### src/rtl/dram_arbiter.sv
// Round-robin arbiter and access sequencer sharing one single-port DRAM among
// N_REQ cores: one strobe cycle per access, fixed read latency, completion pulse.
module dram_arbiter #(
  parameter int WIDTH  = 8,
  parameter int ADDR_W = 8,
  parameter int N_REQ  = 4,
  parameter int RD_LAT = 1
) (
  input  logic                    Clk,
  input  logic                    Rst,
  input  logic [N_REQ-1:0]        req,
  input  logic [N_REQ-1:0]        wr,
  input  logic [N_REQ*ADDR_W-1:0] addr,
  input  logic [N_REQ*WIDTH-1:0]  wdata,
  output logic [N_REQ-1:0]        gnt,
  output logic [N_REQ-1:0]        done,
  output logic [WIDTH-1:0]        rdata,
  output logic                    busy,
  output logic [ADDR_W-1:0]       mem_addr,
  output logic [WIDTH-1:0]        mem_wdata,
  output logic                    mem_re,
  output logic                    mem_we,
  input  logic [WIDTH-1:0]        mem_rdata
);

  localparam int IDX_W = $clog2(N_REQ);
  localparam int CNT_W = $clog2(RD_LAT + 1);

  typedef enum logic [1:0] {IDLE, ISSUE, WAIT, DONE} state_t;

  state_t           state;
  logic [IDX_W-1:0] ptr;
  logic [IDX_W-1:0] w_idx;
  logic             w_wr;
  logic [CNT_W-1:0] cnt;

  logic [IDX_W-1:0] win;
  logic [IDX_W-1:0] cand;
  logic             found;

  logic [ADDR_W-1:0] addr_a  [N_REQ];
  logic [WIDTH-1:0]  wdata_a [N_REQ];

  for (genvar i = 0; i < N_REQ; i++) begin : g_unpack
    assign addr_a[i]  = addr[i*ADDR_W +: ADDR_W];
    assign wdata_a[i] = wdata[i*WIDTH +: WIDTH];
  end

  function automatic logic [N_REQ-1:0] onehot(input logic [IDX_W-1:0] idx);
    return N_REQ'(1) << idx;
  endfunction

  // Search starts one past the last winner, so the last winner has lowest priority.
  // NOTE: every variable assigned here gets a default first, so no path leaves
  // it unassigned and no latch is inferred.
  always_comb begin
    found = 1'b0;
    win   = '0;
    cand  = '0;
    for (int k = 1; k <= N_REQ; k++) begin
      cand = IDX_W'((int'(ptr) + k) % N_REQ);
      if (!found && req[cand]) begin
        found = 1'b1;
        win   = cand;
      end
    end
  end

  // NOTE: all state and outputs update with non-blocking assignments so every
  // right-hand side sees pre-edge values regardless of statement order.
  always_ff @(posedge Clk) begin
    if (Rst) begin
      state     <= IDLE;
      ptr       <= IDX_W'(N_REQ - 1);
      w_idx     <= '0;
      w_wr      <= 1'b0;
      cnt       <= '0;
      gnt       <= '0;
      done      <= '0;
      busy      <= 1'b0;
      mem_re    <= 1'b0;
      mem_we    <= 1'b0;
      mem_addr  <= '0;
      mem_wdata <= '0;
      rdata     <= '0;
    end else begin
      gnt    <= '0;
      done   <= '0;
      mem_re <= 1'b0;
      mem_we <= 1'b0;

      case (state)
        IDLE: begin
          if (found) begin
            w_idx     <= win;
            w_wr      <= wr[win];
            ptr       <= win;
            mem_addr  <= addr_a[win];
            mem_wdata <= wdata_a[win];
            gnt       <= onehot(win);
            mem_we    <= wr[win];
            mem_re    <= !wr[win];
            busy      <= 1'b1;
            state     <= ISSUE;
          end
        end

        ISSUE: begin
          if (w_wr) begin
            done  <= onehot(w_idx);
            state <= DONE;
          end else begin
            cnt   <= CNT_W'(RD_LAT);
            state <= WAIT;
          end
        end

        WAIT: begin
          // The last WAIT cycle is exactly RD_LAT cycles after mem_re.
          if (cnt == CNT_W'(1)) begin
            rdata <= mem_rdata;
            cnt   <= '0;
            done  <= onehot(w_idx);
            state <= DONE;
          end else begin
            cnt <= cnt - 1'b1;
          end
        end

        DONE: begin
          busy  <= 1'b0;
          state <= IDLE;
        end
      endcase
    end
  end

endmodule

### config.mk
export PLATFORM = sky130hd
export DESIGN_NAME = dram_arbiter
export DESIGN_NICKNAME = d
export VERILOG_FILES = /design/src/rtl/dram_arbiter.sv
export SDC_FILE = /design/constraint.sdc
export NUM_CORES = 1
export LEC_CHECK = 0
export BUFFER_PORTS_ARGS = -buffer_cell sky130_fd_sc_hd__buf_2
export CAP_MARGIN = 20
export CORE_ASPECT_RATIO = 1.1
export CORE_MARGIN = 10
export CORE_UTILIZATION = 50
export CTS_BUF_LIST = sky130_fd_sc_hd__clkbuf_4 sky130_fd_sc_hd__clkbuf_8
export DETAILED_ROUTE_END_ITERATION = 8
export PLACE_DENSITY_LB_ADDON = 0.2
export SLEW_MARGIN = 0
export SYNTH_ARGS = -nofsm -noshare
export SYNTH_HDL_FRONTEND = slang
export SYNTH_SLANG_ARGS = --single-unit
### constraint.sdc
create_clock -name Clk -period 5.3 [get_ports Clk]
set_clock_uncertainty 0.05 [all_clocks]
set_input_delay 0.795 -clock Clk [delete_from_list [all_inputs] [get_ports Clk]]
set_output_delay 0.795 -clock Clk [all_outputs]
set_load 0.01 [all_outputs]
Word level (Yosys, flattened, before mapping)

Cells that the tools add are included.
Widths: inputs -> output; s select.

Logic and storage cells: 87
Output and inout bits: 35
Bits in registers: 43
Input port bits: 82

Equality and inequality tests: 6
Add/sub/neg operators: 5
Bitwise operators: 3
Shift-type cells: 2
Reductions and logical operators: 16
Mux-type cells: 36
Magnitude comparators: 6

Operators by type and width:

| operator            | number |
|---|---|
| $bmux 8 s2          | 2 |
| $mux 8              | 4 |
| $lt 2x3->1 const B  | 5 |
| $mux 1              | 13 |
| $mux 2              | 6 |
| $bmux 1 s2          | 5 |
| $reduce_and 2->1    | 5 |
| $mux 4              | 2 |
| $pmux 2 s4          | 1 |
| $pmux 4 s2          | 1 |
| $shl 1x2->4 const A | 2 |
| $ne 2x2->1 const B  | 3 |
| $add 2x1->2 const B | 2 |
| $add 2x2->2 const B | 2 |
| $eq 2x2->1 const B  | 2 |
| $logic_not 1->1     | 4 |
| $pmux 1 s2          | 2 |
| $reduce_bool 2->1   | 2 |
| $ge 3x3->1 const B  | 1 |
| $logic_and 1x1->1   | 3 |
| $not 2->3           | 1 |
| $reduce_or 3->1     | 1 |
| $eq 2x1->1 const B  | 1 |
| $logic_not 2->1     | 1 |
| 2 further kinds     | 3 |

Logic depth before layout (Yosys ltp)

Depth after elaboration: 17
Mapped depth: 8
Depth with buffers taken out: 7

Least setup slack after synthesis

OpenSTA, ideal clock, no wires.

Path kind: input to register
From: input req[3]
To: register mem_addr[1]
Data required time: 5.129 ns
Setup time: 0.121 ns
Data arrival time: 2.030 ns
Path buffers: 2
Stages: 6
Slack: 3.099 ns
Cell sequence: o41ai_2 -> or4_1 -> buf_6 -> buf_12 -> a2bb2oi_1 -> o21ai_2

Cells in the longest elaborated chain, start to end: 16
Elaborated cells on any way between the ends: 27
Classes of those cells: mux: 19; bitwise: 1; reduce/logical: 7

Ends and longest elaborated chain:

| what                                       | RTL line | RTL |
|---|---|---|
| start, declared                            | 11       | `input logic [N_REQ-1:0] req,` |
| $bmux 1 s2                                 | 62       | `if (!found && req[cand]) begin` |
| $mux 1 (not written as such)               | 62       |  |
| $mux 1                                     | 62       |  |
| $logic_not 1->1                            | 62       |  |
| $logic_and 1x1->1                          | 62       |  |
| $mux 1                                     | 62       |  |
| $logic_not 1->1                            | 62       |  |
| $logic_and 1x1->1                          | 62       |  |
| $mux 1                                     | 62       |  |
| $logic_not 1->1                            | 62       |  |
| $logic_and 1x1->1                          | 62       |  |
| $mux 2                                     | 62       |  |
| $not 2->3 (not written as such)            | 98       | `mem_addr <= addr_a[win];` |
| $bmux 8 s2                                 | 98       |  |
| $mux 8 (not written as such) (2 in series) | 98       |  |
| end signal, assigned                       | 98       |  |
| end, declared                              | 19       | `output logic [ADDR_W-1:0] mem_addr,` |

Several ways; a longest one is shown, not always the timed one. The select of a mux whose other input is x is not followed.
A chain may end at the register's enable or synchronous reset.

Final worst setup path

From: input req[0]
To: register w_wr

Cells in the longest elaborated chain, start to end: 14
Elaborated cells on any way between the ends: 25
Classes of those cells: mux: 18; reduce/logical: 7

Ends and longest elaborated chain:

| what                         | RTL line | RTL |
|---|---|---|
| $bmux 1 s2                   | 62       |  |
| $mux 1 (not written as such) | 62       |  |
| $mux 1                       | 62       |  |
| $logic_not 1->1              | 62       |  |
| $logic_and 1x1->1            | 62       |  |
| $mux 1                       | 62       |  |
| $logic_not 1->1              | 62       |  |
| $logic_and 1x1->1            | 62       |  |
| $mux 1                       | 62       |  |
| $logic_not 1->1              | 62       |  |
| $logic_and 1x1->1            | 62       |  |
| $mux 2                       | 62       |  |
| $bmux 1 s2                   | 96       | `w_wr <= wr[win];` |
| $mux 1 (not written as such) | 96       |  |
| end signal, assigned         | 96       |  |
| end, declared                | 34       | `logic w_wr;` |

Several ways; a longest one is shown, not always the timed one. The select of a mux whose other input is x is not followed.

==> parameters.txt <==
Parameter                              Value

Outcome
  Result of the run ... complete, no violations

Pwr
  Power per Cell Area ... 460.9 nW/um2
  Leakage ... 1.395 nW
  Maximum VDD drop ... 288.7 uV

Global route
  Global-route wire length before repair ... 9591 um
  Met3 layer usage reported by global route ... 5.533%
  Vias in the first global route ... 2123
  Pin count of the biggest net entering global routing ... 24
  Met2 track demand over resource ... 29.72%
  GRT overflow ... 0
  Total routing resource utilization after global routing ... 16.08%
  Number of antenna violations at the first check in global routing ... 0
  Met1 Use GR ... 16.78%
  Global route hottest layer ... met2

Critical path
  Arrival time of the worst setup path ... 2.75 ns
  Critical R2R Capture ... w_wr
  Library cell contributing the largest single delay on the critical path ... sky130_fd_sc_hd__a31oi_4
  Critical path required time ... 5.44 ns
  Most prevalent standard cell on the critical path ... sky130_fd_sc_hd__a21o_1
  Crit path max fanout ... 23
  Crit-path max cell delay ... 0.52 ns
  Setup Crit Path Kind ... in2reg
  Worst flop-to-flop path startpoint ... ptr[1]
  Critical Path Sink Type ... flop
  Number of cells on the worst reg-to-reg path ... 6
  Cell Chain, Critical Path ... buf_2 -> a21o_1 -> a31oi_4 -> buf_4 -> mux2i_1 -> o22ai_2 -> a21o_1
  Element type at the critical path start ... input pin
  Reg-to-reg slack, setup ... 2.86 ns

Synthesis
  Synth unique cells ... 39
  Total number of yosys warnings ... 0
  Top cell type by total area after synthesis ... sky130_fd_sc_hd__dfxtp_1
  Top FF cell, synth ... sky130_fd_sc_hd__dfxtp_1
  Post-synthesis instance area ... 2157 um2
  Flops & latches, synth ... 43
  Number of nets produced by synthesis ... 306
  Ys async rst share ... 0%
  Leading cell type by number of instances after synthesis ... sky130_fd_sc_hd__dfxtp_1
  Cells after Synth ... 219
  Number of enable-type register cells in the synthesized netlist ... 0
  Post-synthesis sequential area ratio ... 39.91%
  Largest cells by area after synthesis ... sky130_fd_sc_hd__dfxtp_1, sky130_fd_sc_hd__mux2i_1, sky130_fd_sc_hd__a2bb2oi_2
  Share of the synthesized area in the top cell type ... 39.91%
  Commonest cells post-synth ... sky130_fd_sc_hd__dfxtp_1, sky130_fd_sc_hd__mux2i_1, sky130_fd_sc_hd__nand2_1
  Mapped Avg Cell Area ... 9.850 um2

Detailed routing
  Routed length per instance ... 15.48 um
  Starting DRT DRC Count ... 79
  Remaining routing DRC violations ... 0
  Number of iterations in the first detailed-routing pass ... 4
  Wirelength, routed ... 5977 um
  Remaining antenna violation count ... 0
  Vias per std cell ... 5.192
  Total vias in the final route ... 2004

Final layout
  Nets ... 418
  Synth-to-layout area growth ... 31.61%
  Number of non-filler instances in the completed layout ... 386
  Number of diodes added for antenna fixing ... 0
  Filler Cells Inserted ... 380
  Fraction of layout cells with a size suffix above 1 ... 43.98%
  Footprint of the multi-input gates ... 1204 um2
  Fin util ... 67.23%
  Area taken by flip-flops and latches ... 860.8 um2
  Final std cell area, no fill ... 2839 um2

Clocking
  Clock transition time at the flip-flop clock pins of the worst setup and hold paths ... 0.08 ns
  CTS tree ... done
  Sink count of the clock tree ... 43
  H-Tree Depth ... 2
  Buffer type at the clock tree root ... sky130_fd_sc_hd__clkbuf_8
  TritonCTS Buffers ... 5
  Count of hold-fix buffers inserted at cts ... 0
  Number of resized instances in the post-cts repair step ... 0
  Insertion delay to the later sink of the worst-skew pair ... 0.29 ns
  Clock tree buffer depth ... 2
  Number of post-CTS setup repair buffers ... 0

Worst hold path
  Type of the tightest min-delay check ... reg2reg
  Worst Hold Launch ... rdata[3]
  Worst hold path cell count ... 2
  Worst hold path endpoint ... rdata[3]

STA
  RSZ-0062 raised after global routing ... no
  Period minus WS final ... 2.609 ns
  Final setup violating endpoints ... 0
  Fin. Hold Viols ... 0
  Tightest slew margin relative to the limit ... 35.95%
  Fin Setup TNS ... 0 ns
  Post-route fraction of the period consumed by the critical path ... 49.23%
  Max Freq ... 383.3 MHz
  Final count of pins violating max slew ... 0
  Transition time at the pin with the least slew margin ... 0.9606 ns
  Worst Slack Setup Final ... 2.691 ns

Floorplanning
  Floorplan Core Area ... 4223 um2
  Die outline area ... 7345 um2
  Vert. Die Dim ... 88.89 um
  Chip width ... 82.63 um
  Initial core utilization ... 51.08%
  Number of rows in the core area ... 25
  Number of placed I/O pins ... 117

Placed design
  Buffers added on ports ... 116
  Detailed placement HPWL ... 4831 um
  Setup slack after placement ... 2.370 ns
  Routability-driven placement congestion ratio ... 0.8044
  Post-Place Cell Area ... 2735 um2
  Number of instances in the placed design ... 378

Run
  Max-cap violation count ... 0
cells in the final DEF (no fill, tap or decap), types with 2 or more instances in the layout:
master and instances:
sky130_fd_sc_hd__o21ai_0 8, sky130_fd_sc_hd__a21oi_1 13, sky130_fd_sc_hd__nor2b_1 2, sky130_fd_sc_hd__mux2i_1 37, sky130_fd_sc_hd__inv_1 4, sky130_fd_sc_hd__a211oi_1 2, sky130_fd_sc_hd__a2bb2oi_1 10, sky130_fd_sc_hd__a2bb2oi_2 7
sky130_fd_sc_hd__nor3_1 4, sky130_fd_sc_hd__clkbuf_8 7, sky130_fd_sc_hd__ha_1 5, sky130_fd_sc_hd__o21ai_2 9, sky130_fd_sc_hd__dfxtp_1 43, sky130_fd_sc_hd__nand2b_1 3, sky130_fd_sc_hd__nand3b_1 2, sky130_fd_sc_hd__nand2_1 25
sky130_fd_sc_hd__a21o_1 2, sky130_fd_sc_hd__buf_2 116, sky130_fd_sc_hd__nor2_1 15
area by class of cell:
class                   instances  share of cell area, %
inverters                       4                 0.5289
flip-flops and latches         43                  30.32
clock buffers                   7                  3.394
clock inverters                 1                 0.2644
well taps                      54                  2.380
repair buffers                117                  20.71
multi-input cells             160                  42.40
sequential cells by signal, summed over array words and instances (netlist names), 2 cells and up:
register / flops
rdata: 8
mem_addr: 8
gnt: 4
mem_wdata: 8
state: 2
ptr: 2
w_idx: 2
done: 4
per-stage QoR:
stage                      power, W  hold slack, ns
after floorplan           0.0009368          0.3794
after global placement     0.001083          0.3889
after detailed placement   0.001098          0.3930
after CTS                  0.001324          0.4042
after global routing       0.001404          0.4264
final                      0.001309          0.4003
logic make-up after synthesis:
logic type / share of synthesized area, %
AND/OR/NAND/NOR: 12.76
AO/OA/AOI/OAI: 22.27
multiplexers: 17.17
flip-flops: 39.91
buffers and inverters: 4.988
adder cells (fa/ha/maj): 2.900
power breakdown:
group / internal, W / switching, W / leakage, nW
Combinational: 0.000279 / 0.000318 / 0.992
Sequential: 0.000420 / 0.0000638 / 0.353
Clock: 0.000119 / 0.000109 / 0.0505
Total: 0.000817 / 0.000491 / 1.39
worst max-delay path, delay by kind of cell:
| kind | cells | cell delay [ns] |
|---|---|---|
| compound gates | 4 | 1.04 |
| buf+inv | 2 | 0.59 |
| mux | 1 | 0.30 |
layer usage:
metal / wire [um] / up-vias / share of wire (%)
met3: 687 / 5 / 11
met1: 2212 / 923 / 37
met2: 3026 / 69 / 51
met4: 51 / 0 / 0.85
li1: - / 1007 / -
met5: 0 / - / 0
worst max-delay path by stage:
stage,slack [ns],end,from,cells after the start
floorplan,3.10,mem_addr[1],req[3],6
CTS,2.69,w_wr,req[0],7
detailed placement,2.37,w_wr,req[0],7
global placement,2.40,w_wr,req[0],7
finish,2.69,w_wr,req[0],7
global route,2.52,mem_addr[7],req[3],5
Note: power is estimated with default switching activity, not from simulation.
